**src/rtl/sap1_pkg.sv**
```systemverilog
// Shared constants for the SAP-1 microsequencer: opcodes, control-word bit positions, ALU selects, FSM states.
package sap1_pkg;

    localparam int NUM_T    = 6;
    localparam int OPCODE_W = 4;
    localparam int CW_W     = 12;

    localparam logic [OPCODE_W-1:0] OP_LDA = 4'h0;
    localparam logic [OPCODE_W-1:0] OP_ADD = 4'h1;
    localparam logic [OPCODE_W-1:0] OP_SUB = 4'h2;
    localparam logic [OPCODE_W-1:0] OP_OR  = 4'h3;
    localparam logic [OPCODE_W-1:0] OP_AND = 4'h4;
    localparam logic [OPCODE_W-1:0] OP_OUT = 4'hE;
    localparam logic [OPCODE_W-1:0] OP_HLT = 4'hF;

    localparam int CW_CP = 11;
    localparam int CW_EP = 10;
    localparam int CW_LM = 9;
    localparam int CW_CE = 8;
    localparam int CW_LI = 7;
    localparam int CW_EI = 6;
    localparam int CW_LA = 5;
    localparam int CW_EA = 4;
    localparam int CW_SU = 3;
    localparam int CW_EU = 2;
    localparam int CW_LB = 1;
    localparam int CW_LO = 0;

    localparam logic [1:0] ALU_ADD = 2'b00;
    localparam logic [1:0] ALU_SUB = 2'b01;
    localparam logic [1:0] ALU_OR  = 2'b10;
    localparam logic [1:0] ALU_AND = 2'b11;

    typedef logic [1:0] state_t;
    localparam state_t ST_IDLE = 2'd0;
    localparam state_t ST_RUN  = 2'd1;
    localparam state_t ST_HALT = 2'd2;

    function automatic logic is_alu_op(input logic [OPCODE_W-1:0] op);
        return (op == OP_ADD) || (op == OP_SUB) || (op == OP_OR) || (op == OP_AND);
    endfunction

endpackage

```
**src/rtl/sap1_ring_counter.sv**
```systemverilog
// One-hot T-state rotator: clear wins over load (forces T1), load wins over rotate-enable.
module sap1_ring_counter #(
    parameter int NUM_T = 6
) (
    input  logic             clk,
    input  logic             reset_n,
    input  logic             clear,
    input  logic             load,
    input  logic             en,
    output logic [NUM_T-1:0] ring
);

    logic [NUM_T-1:0] ring_q;
    logic [NUM_T-1:0] ring_d;

    always_comb begin
        ring_d = ring_q;
        if (clear) begin
            ring_d = '0;
        end else if (load) begin
            ring_d = {{(NUM_T-1){1'b0}}, 1'b1};
        end else if (en) begin
            ring_d = {ring_q[NUM_T-2:0], ring_q[NUM_T-1]};
        end
    end

    always_ff @(posedge clk or negedge reset_n) begin
        if (!reset_n) begin
            ring_q <= '0;
        end else begin
            ring_q <= ring_d;
        end
    end

    assign ring = ring_q;

endmodule

```
**src/rtl/sap1_microsequencer.sv**
```systemverilog
// SAP-1 T-state microsequencer: run/halt FSM, opcode decode to control word, ALU select, illegal-opcode flag.
// Optional single-step mode when SAP1_SINGLE_STEP_EN is defined.
module sap1_microsequencer
    import sap1_pkg::*;
(
    input  logic                clk,
    input  logic                reset_n,
    input  logic                run,
    input  logic [OPCODE_W-1:0] opcode,
`ifdef SAP1_SINGLE_STEP_EN
    input  logic                step_mode,
    input  logic                step_req,
`endif
    output logic [NUM_T-1:0]    t_state,
    output logic [CW_W-1:0]     ctrl_word,
    output logic [1:0]          alu_op,
    output logic                instr_done,
    output logic                halted,
    output logic                illegal_op
);

    state_t           state_q, state_d;
    logic [1:0]       alu_op_q, alu_op_d;
    logic             illegal_q, illegal_d;
    logic [NUM_T-1:0] ring;
    logic [CW_W-1:0]  cw_raw;
    logic             hold;
    logic             in_run;
    logic             t4_commit;
    logic             hlt_now;
    logic             op_defined;

`ifdef SAP1_SINGLE_STEP_EN
    assign hold = step_mode & ~step_req;
`else
    assign hold = 1'b0;
`endif

    assign in_run     = (state_q == ST_RUN);
    // Opcode side effects happen only on the edge that actually leaves T4.
    assign t4_commit  = in_run & ring[3] & ~hold;
    assign hlt_now    = t4_commit & (opcode == OP_HLT);
    assign op_defined = (opcode == OP_LDA) || is_alu_op(opcode) ||
                        (opcode == OP_OUT) || (opcode == OP_HLT);

    sap1_ring_counter #(.NUM_T(NUM_T)) u_ring (
        .clk     (clk),
        .reset_n (reset_n),
        .clear   (hlt_now),
        .load    ((state_q == ST_IDLE) & run),
        .en      (in_run & ~hold),
        .ring    (ring)
    );

    always_comb begin
        state_d = state_q;
        case (state_q)
            ST_IDLE: if (run)     state_d = ST_RUN;
            ST_RUN:  if (hlt_now) state_d = ST_HALT;
            default: state_d = state_q;
        endcase
    end

    always_comb begin
        alu_op_d  = alu_op_q;
        illegal_d = illegal_q | (t4_commit & ~op_defined);
        if (t4_commit) begin
            case (opcode)
                OP_ADD:  alu_op_d = ALU_ADD;
                OP_SUB:  alu_op_d = ALU_SUB;
                OP_OR:   alu_op_d = ALU_OR;
                OP_AND:  alu_op_d = ALU_AND;
                default: alu_op_d = alu_op_q;
            endcase
        end
    end

    always_comb begin
        cw_raw = '0;
        if (ring[0]) begin
            cw_raw[CW_EP] = 1'b1;
            cw_raw[CW_LM] = 1'b1;
        end else if (ring[1]) begin
            cw_raw[CW_CP] = 1'b1;
        end else if (ring[2]) begin
            cw_raw[CW_CE] = 1'b1;
            cw_raw[CW_LI] = 1'b1;
        end else if (ring[3]) begin
            if (opcode == OP_LDA || is_alu_op(opcode)) begin
                cw_raw[CW_EI] = 1'b1;
                cw_raw[CW_LM] = 1'b1;
            end else if (opcode == OP_OUT) begin
                cw_raw[CW_EA] = 1'b1;
                cw_raw[CW_LO] = 1'b1;
            end
        end else if (ring[4]) begin
            if (opcode == OP_LDA) begin
                cw_raw[CW_CE] = 1'b1;
                cw_raw[CW_LA] = 1'b1;
            end else if (is_alu_op(opcode)) begin
                cw_raw[CW_CE] = 1'b1;
                cw_raw[CW_LB] = 1'b1;
            end
        end else if (ring[5]) begin
            if (is_alu_op(opcode)) begin
                cw_raw[CW_EU] = 1'b1;
                cw_raw[CW_LA] = 1'b1;
                cw_raw[CW_SU] = (opcode == OP_SUB);
            end
        end
    end

    always_ff @(posedge clk or negedge reset_n) begin
        if (!reset_n) begin
            state_q   <= ST_IDLE;
            alu_op_q  <= ALU_ADD;
            illegal_q <= 1'b0;
        end else begin
            state_q   <= state_d;
            alu_op_q  <= alu_op_d;
            illegal_q <= illegal_d;
        end
    end

    // Strobes are suppressed while a single-step hold is in effect so no load repeats.
    assign t_state    = in_run ? ring : '0;
    assign ctrl_word  = (in_run & ~hold) ? cw_raw : '0;
    assign alu_op     = alu_op_q;
    assign instr_done = in_run & ring[5];
    assign halted     = (state_q == ST_HALT);
    assign illegal_op = illegal_q;

endmodule

```
**config.mk**
```make
export PLATFORM = sky130hd
export DESIGN_NAME = sap1_microsequencer
export DESIGN_NICKNAME = d
export VERILOG_FILES = /design/src/rtl/sap1_pkg.sv /design/src/rtl/sap1_ring_counter.sv /design/src/rtl/sap1_microsequencer.sv
export SDC_FILE = /design/constraint.sdc
export NUM_CORES = 1
export LEC_CHECK = 0
export CORE_UTILIZATION = 49
export CTS_BUF_LIST = sky130_fd_sc_hd__clkbuf_2
export CTS_CLUSTER_DIAMETER = 60
export DETAILED_ROUTE_END_ITERATION = 10
export GPL_ROUTABILITY_DRIVEN = 0
export PLACE_DENSITY_LB_ADDON = 0.1
export SLEW_MARGIN = 20
export SYNTH_ARGS = -nofsm -noshare
export SYNTH_HDL_FRONTEND = slang
export SYNTH_SLANG_ARGS = --single-unit
```
**constraint.sdc**
```tcl
create_clock -name clk -period 2 [get_ports clk]
set_input_delay 0.3 -clock clk [delete_from_list [all_inputs] [get_ports clk]]
set_output_delay 0.3 -clock clk [all_outputs]
set_load 0.1 [all_outputs]
```
==> out/results.tsv, run 1 <==
metric	value	unit
h-tree-depth	1	
placedCellCount	133	
yosys.area_share.simple	33.6	%
initial_core_util	53.9	%
netlist_top_cells_area	dfrtp_1, a22o_1, buf_6	
die_h	43.2	um
flow.stopped_at	clock tree synthesis (4_1_cts)	
synth-main-ff-cell	dfrtp_1	
cts.repair.resized	17	
hold_buffers	0	
synth_fa_ha_area_share	0	%
dp_hpwl	2140	um
ys_top_cells_by_count	dfrtp_1, a22o_1	
clock_sinks	11	
synth_top_family_by_area	simple AND/OR/NAND/NOR gates	
num_rows	14	
synthMuxAreaShare	1.20	%
clockRootBuffer	clkbuf_2	
synth_xor_area_share	1.05	%
yosysWarnings	0	
synth_top_area_share	33.1	%
clk_path_buf_depth	2	
cts_buffers	3	
syn-cell-area	831	sq um
pin_count	30	
avgSynthCellArea	9.77	sq um
ys_async_sr_fraction	100	%
synthMostInstantiatedCell	dfrtp_1	
synth_compound_area_share	19.3	%
yosysUniqueCellTypes	40	
syn_nets	92	
portBuffers	29	
die_w	43.2	um
post_cts_buffers	4	
syn_inst	85	
tool.error	[ERROR DPL-0038] Utilization greater than 100%, impossible to legalize	
synth.largest_area_cell	dfrtp_1	
ys_ff_latch	11	
seq_area_frac_synth	33.1	%
synth_edf_count	0	
outcome	stopped before the end	
-- kinds of logic after synthesis --
logic type | count (synthesis)
compound gates | 22
xor+xnor | 1
buf+inv | 13
flops | 11
mux | 1
simple gates | 37
-- stage by stage --
step | hold WS (ns) | setup slack, ns | cell area, sq um | utilization (%)
3_3_place_gp | 0.465 | -0.0349 | 1450 | 94.3
3_5_place_dp | 0.490 | -0.112 | 1450 | 94.3
2_1_floorplan | 0.00441 | -0.598 | 953 | -
==> run 2, diff against run 1 <==
--- a/config.mk
+++ b/config.mk
@@ -5,12 +5,11 @@
 export SDC_FILE = /design/constraint.sdc
 export NUM_CORES = 1
 export LEC_CHECK = 0
-export CORE_UTILIZATION = 49
-export CTS_BUF_LIST = sky130_fd_sc_hd__clkbuf_2
-export CTS_CLUSTER_DIAMETER = 60
+export CORE_AREA = 2 2 63 65
 export DETAILED_ROUTE_END_ITERATION = 10
+export DIE_AREA = 0 0 65 67
 export GPL_ROUTABILITY_DRIVEN = 0
-export PLACE_DENSITY_LB_ADDON = 0.1
+export PLACE_DENSITY_LB_ADDON = 0.15
 export SLEW_MARGIN = 20
 export SYNTH_ARGS = -nofsm -noshare
 export SYNTH_HDL_FRONTEND = slang
==> out/results.tsv, run 2 <==
metric	value	unit	change
p_seq_share	17.4	%	
grt_setup_unrepaired	yes		
grt_use_met2	20.0	%	
power_density	1570	nW/um^2	
hp-class	in -> async		
ys_ff_latch	11		unchanged
synth_edf_count	0		unchanged
grt_util_met1	15.4	%	
sw_frac_of_total	54.0	%	
layout_common_cells	buf_12, buf_4, dfrtp_1, a22o_1		
cts_buffers	3		unchanged
seq_area_frac_synth	33.1	%	unchanged
slew_violations	0		
synthMostInstantiatedCell	dfrtp_1		
antennaDiodeCount	0		
setup-tns-final	0	ns	
finalHoldViolations	0		
final_common_cell	buf_12		
core	3610	sq um	
postRouteAntennaNets	0		
tightest_slew	0.501	ns	
grt_util_met3	2.70	%	
cap_violations	0		
reg2reg_slack	0.65	ns	
clockRootBuffer	clkbuf_8		
synth_top_area_share	33.1	%	unchanged
clk_path_buf_depth	2		unchanged
worstReg2RegStart	state_q[1]$_DFFE_PN0P_		
finalNetCount	134		
fin_crit_sh	96.7	%	
drc_errors	0		
synth-main-ff-cell	dfrtp_1		
grt_pass1_wl	4020	um	
netlist_top_cells_area	dfrtp_1, a22o_1, buf_6		
fillerInstances	346		
area_growth	94.6	%	
cp-end-kind	output pin		
grtUsageTotal	11.9	%	
syn-cell-area	831	sq um	unchanged
total_leakage_power	0.667	nW	
die_w	65	um	+51%
initial_core_util	23.0	%	-31 points
grt_pass1_vias	850		
cp.required	1.70	ns	
vias	809		
clock_sinks	11		unchanged
slew_headroom	66.5	%	
yosysUniqueCellTypes	40		unchanged
die_h	67	um	+55%
drt_iter0_markers	34		
avgSynthCellArea	9.77	sq um	unchanged
power	0.00255	W	
die_area	4360	sq um	
finalWirelength	2330	um	
vias_per_cell	4.65		
yosysWarnings	0		unchanged
syn_nets	92		unchanged
grt_max_degree	12		
outcome	finished clean		
reg2reg_depth	6		
worstPathMaxFanout	11		
path_clk_slew	0.05	ns	
max_freq	517	MHz	
ys_async_sr_fraction	100	%	unchanged
drive_above_1_share	61.1	%	
min_period	1.93	ns	
pin_count	30		unchanged
h-tree-depth	1		unchanged
worst_setup_path_start_kind	flop		
grt.busiest_layer	met2		
comb_power_share	74.1	%	
cts_tree	built		
drt_pass1_iterations	4		
r2r_end	state_q[0]$_DFFE_PN0P_		
antenna_found_initial	0		
setup_viol	0		
p_clk_share	8.6	%	
ys_top_cells_by_count	dfrtp_1, a22o_1		
max-vdd-ir-drop	0.000941	V	
cp.arrival	1.63	ns	
hold_buffers	0		unchanged
clock_skew	0.000184	ns	
portBuffers	29		unchanged
synth.largest_area_cell	dfrtp_1		
syn_inst	85		unchanged
num_rows	22		+8
largest_reg_flops	6		
p_int	0.00117	W	
p_sw	0.00137	W	
routedWlPerCell	13.4	um	
crit_type	reg -> out		
dp_hpwl	1760	um	-18%
grt_overflow	0		
clock_latency	0.23	ns	
==> run 2: cell counts after synthesis <==
No cell type changed its count.
==> run 2: cell type report <==
cell class	instances	area (sq um)	area share [%]
clock buffers	4	45.0	2.79
inverters	3	11.3	0.697
multi-input cells	61	578	35.8
flip-flops and latches	11	280	17.3
well taps	48	60.1	3.72
repair buffers	47	642	39.7
==> run 2: power groups by stage <==
| stage | sequential [W] | clock [W] | combinational (W) |
|---|---|---|---|
| finish | 0.000442 | 0.000219 | 0.00189 |
| global route | 0.000457 | 0.000242 | 0.00197 |
| CTS | 0.000458 | 0.000224 | 0.00182 |
| detailed placement | 0.000457 | 0 | 0.00172 |
| global placement | 0.000458 | 0 | 0.00172 |
| floorplan | 0.000461 | 0 | 0.00123 |
==> run 2: cell families after synthesis <==
| family | Yosys count | share of synthesized area (%) |
|---|---|---|
| buf+inv | 13 | 11.7 |
| xor+xnor | 1 | 1.05 |
| mux | 1 | 1.20 |
| flops | 11 | 33.1 |
| compound gates | 22 | 19.3 |
| simple gates | 37 | 33.6 |
==> run 2: timing repair <==
action / 4_1_cts / 5_1_grt
endpoints found under the hold margin: 0 / 0
buffers inserted: 3 / 4
pin swaps: 1 / 3
setup endpoints to repair: 9 / 6
resized for setup: 8 / 3
==> run 2: worst max-delay path, stage by stage, from the launching register on <==
cell and delay (ns):
dfrtp_2 0.50, nor3_1 0.21, nand3_1 0.19, nor3_2 0.29
buf_12 0.21
==> run 2: worst max-delay path by stage <==
stage / startpoint / endpoint / slack (ns) / depth (start not counted)
after floorplan: state_q[0]$_DFFE_PN0P_ / ctrl_word[4] / -0.60 / 6
after global placement: opcode[1] / ctrl_word[6] / -0.1 / 5
after detailed placement: opcode[1] / ctrl_word[6] / -0.11 / 5
after CTS: opcode[2] / ctrl_word[1] / 0.002 / 5
after global routing: u_ring.ring[3]$_DFFE_PN0P_ / ctrl_word[1] / -0.03 / 4
final: u_ring.ring[3]$_DFFE_PN0P_ / ctrl_word[1] / 0.07 / 4
==> run 2: through the flow <==
stage               utilization, %  cells  hold WS (ns)  setup slack [ns]  cell area [sq um]
finish                        44.8    174         0.404            0.0654               1620
global route                  44.8    174         0.444           -0.0328               1620
CTS                           43.4    170         0.427           0.00163               1570
detailed placement            41.0    163         0.473            -0.114               1480
global placement              41.0    163         0.473           -0.0973               1480
floorplan                        -     85       0.00441            -0.598                953
==> run 2: routing by layer <==
layer  routed length [um]  share of wire (%)
met1                 1020                 44
met5                    0                  0
met4                   27                1.2
met2                 1170                 50
met3                  115                4.9
(Power assumes the default switching activity.)
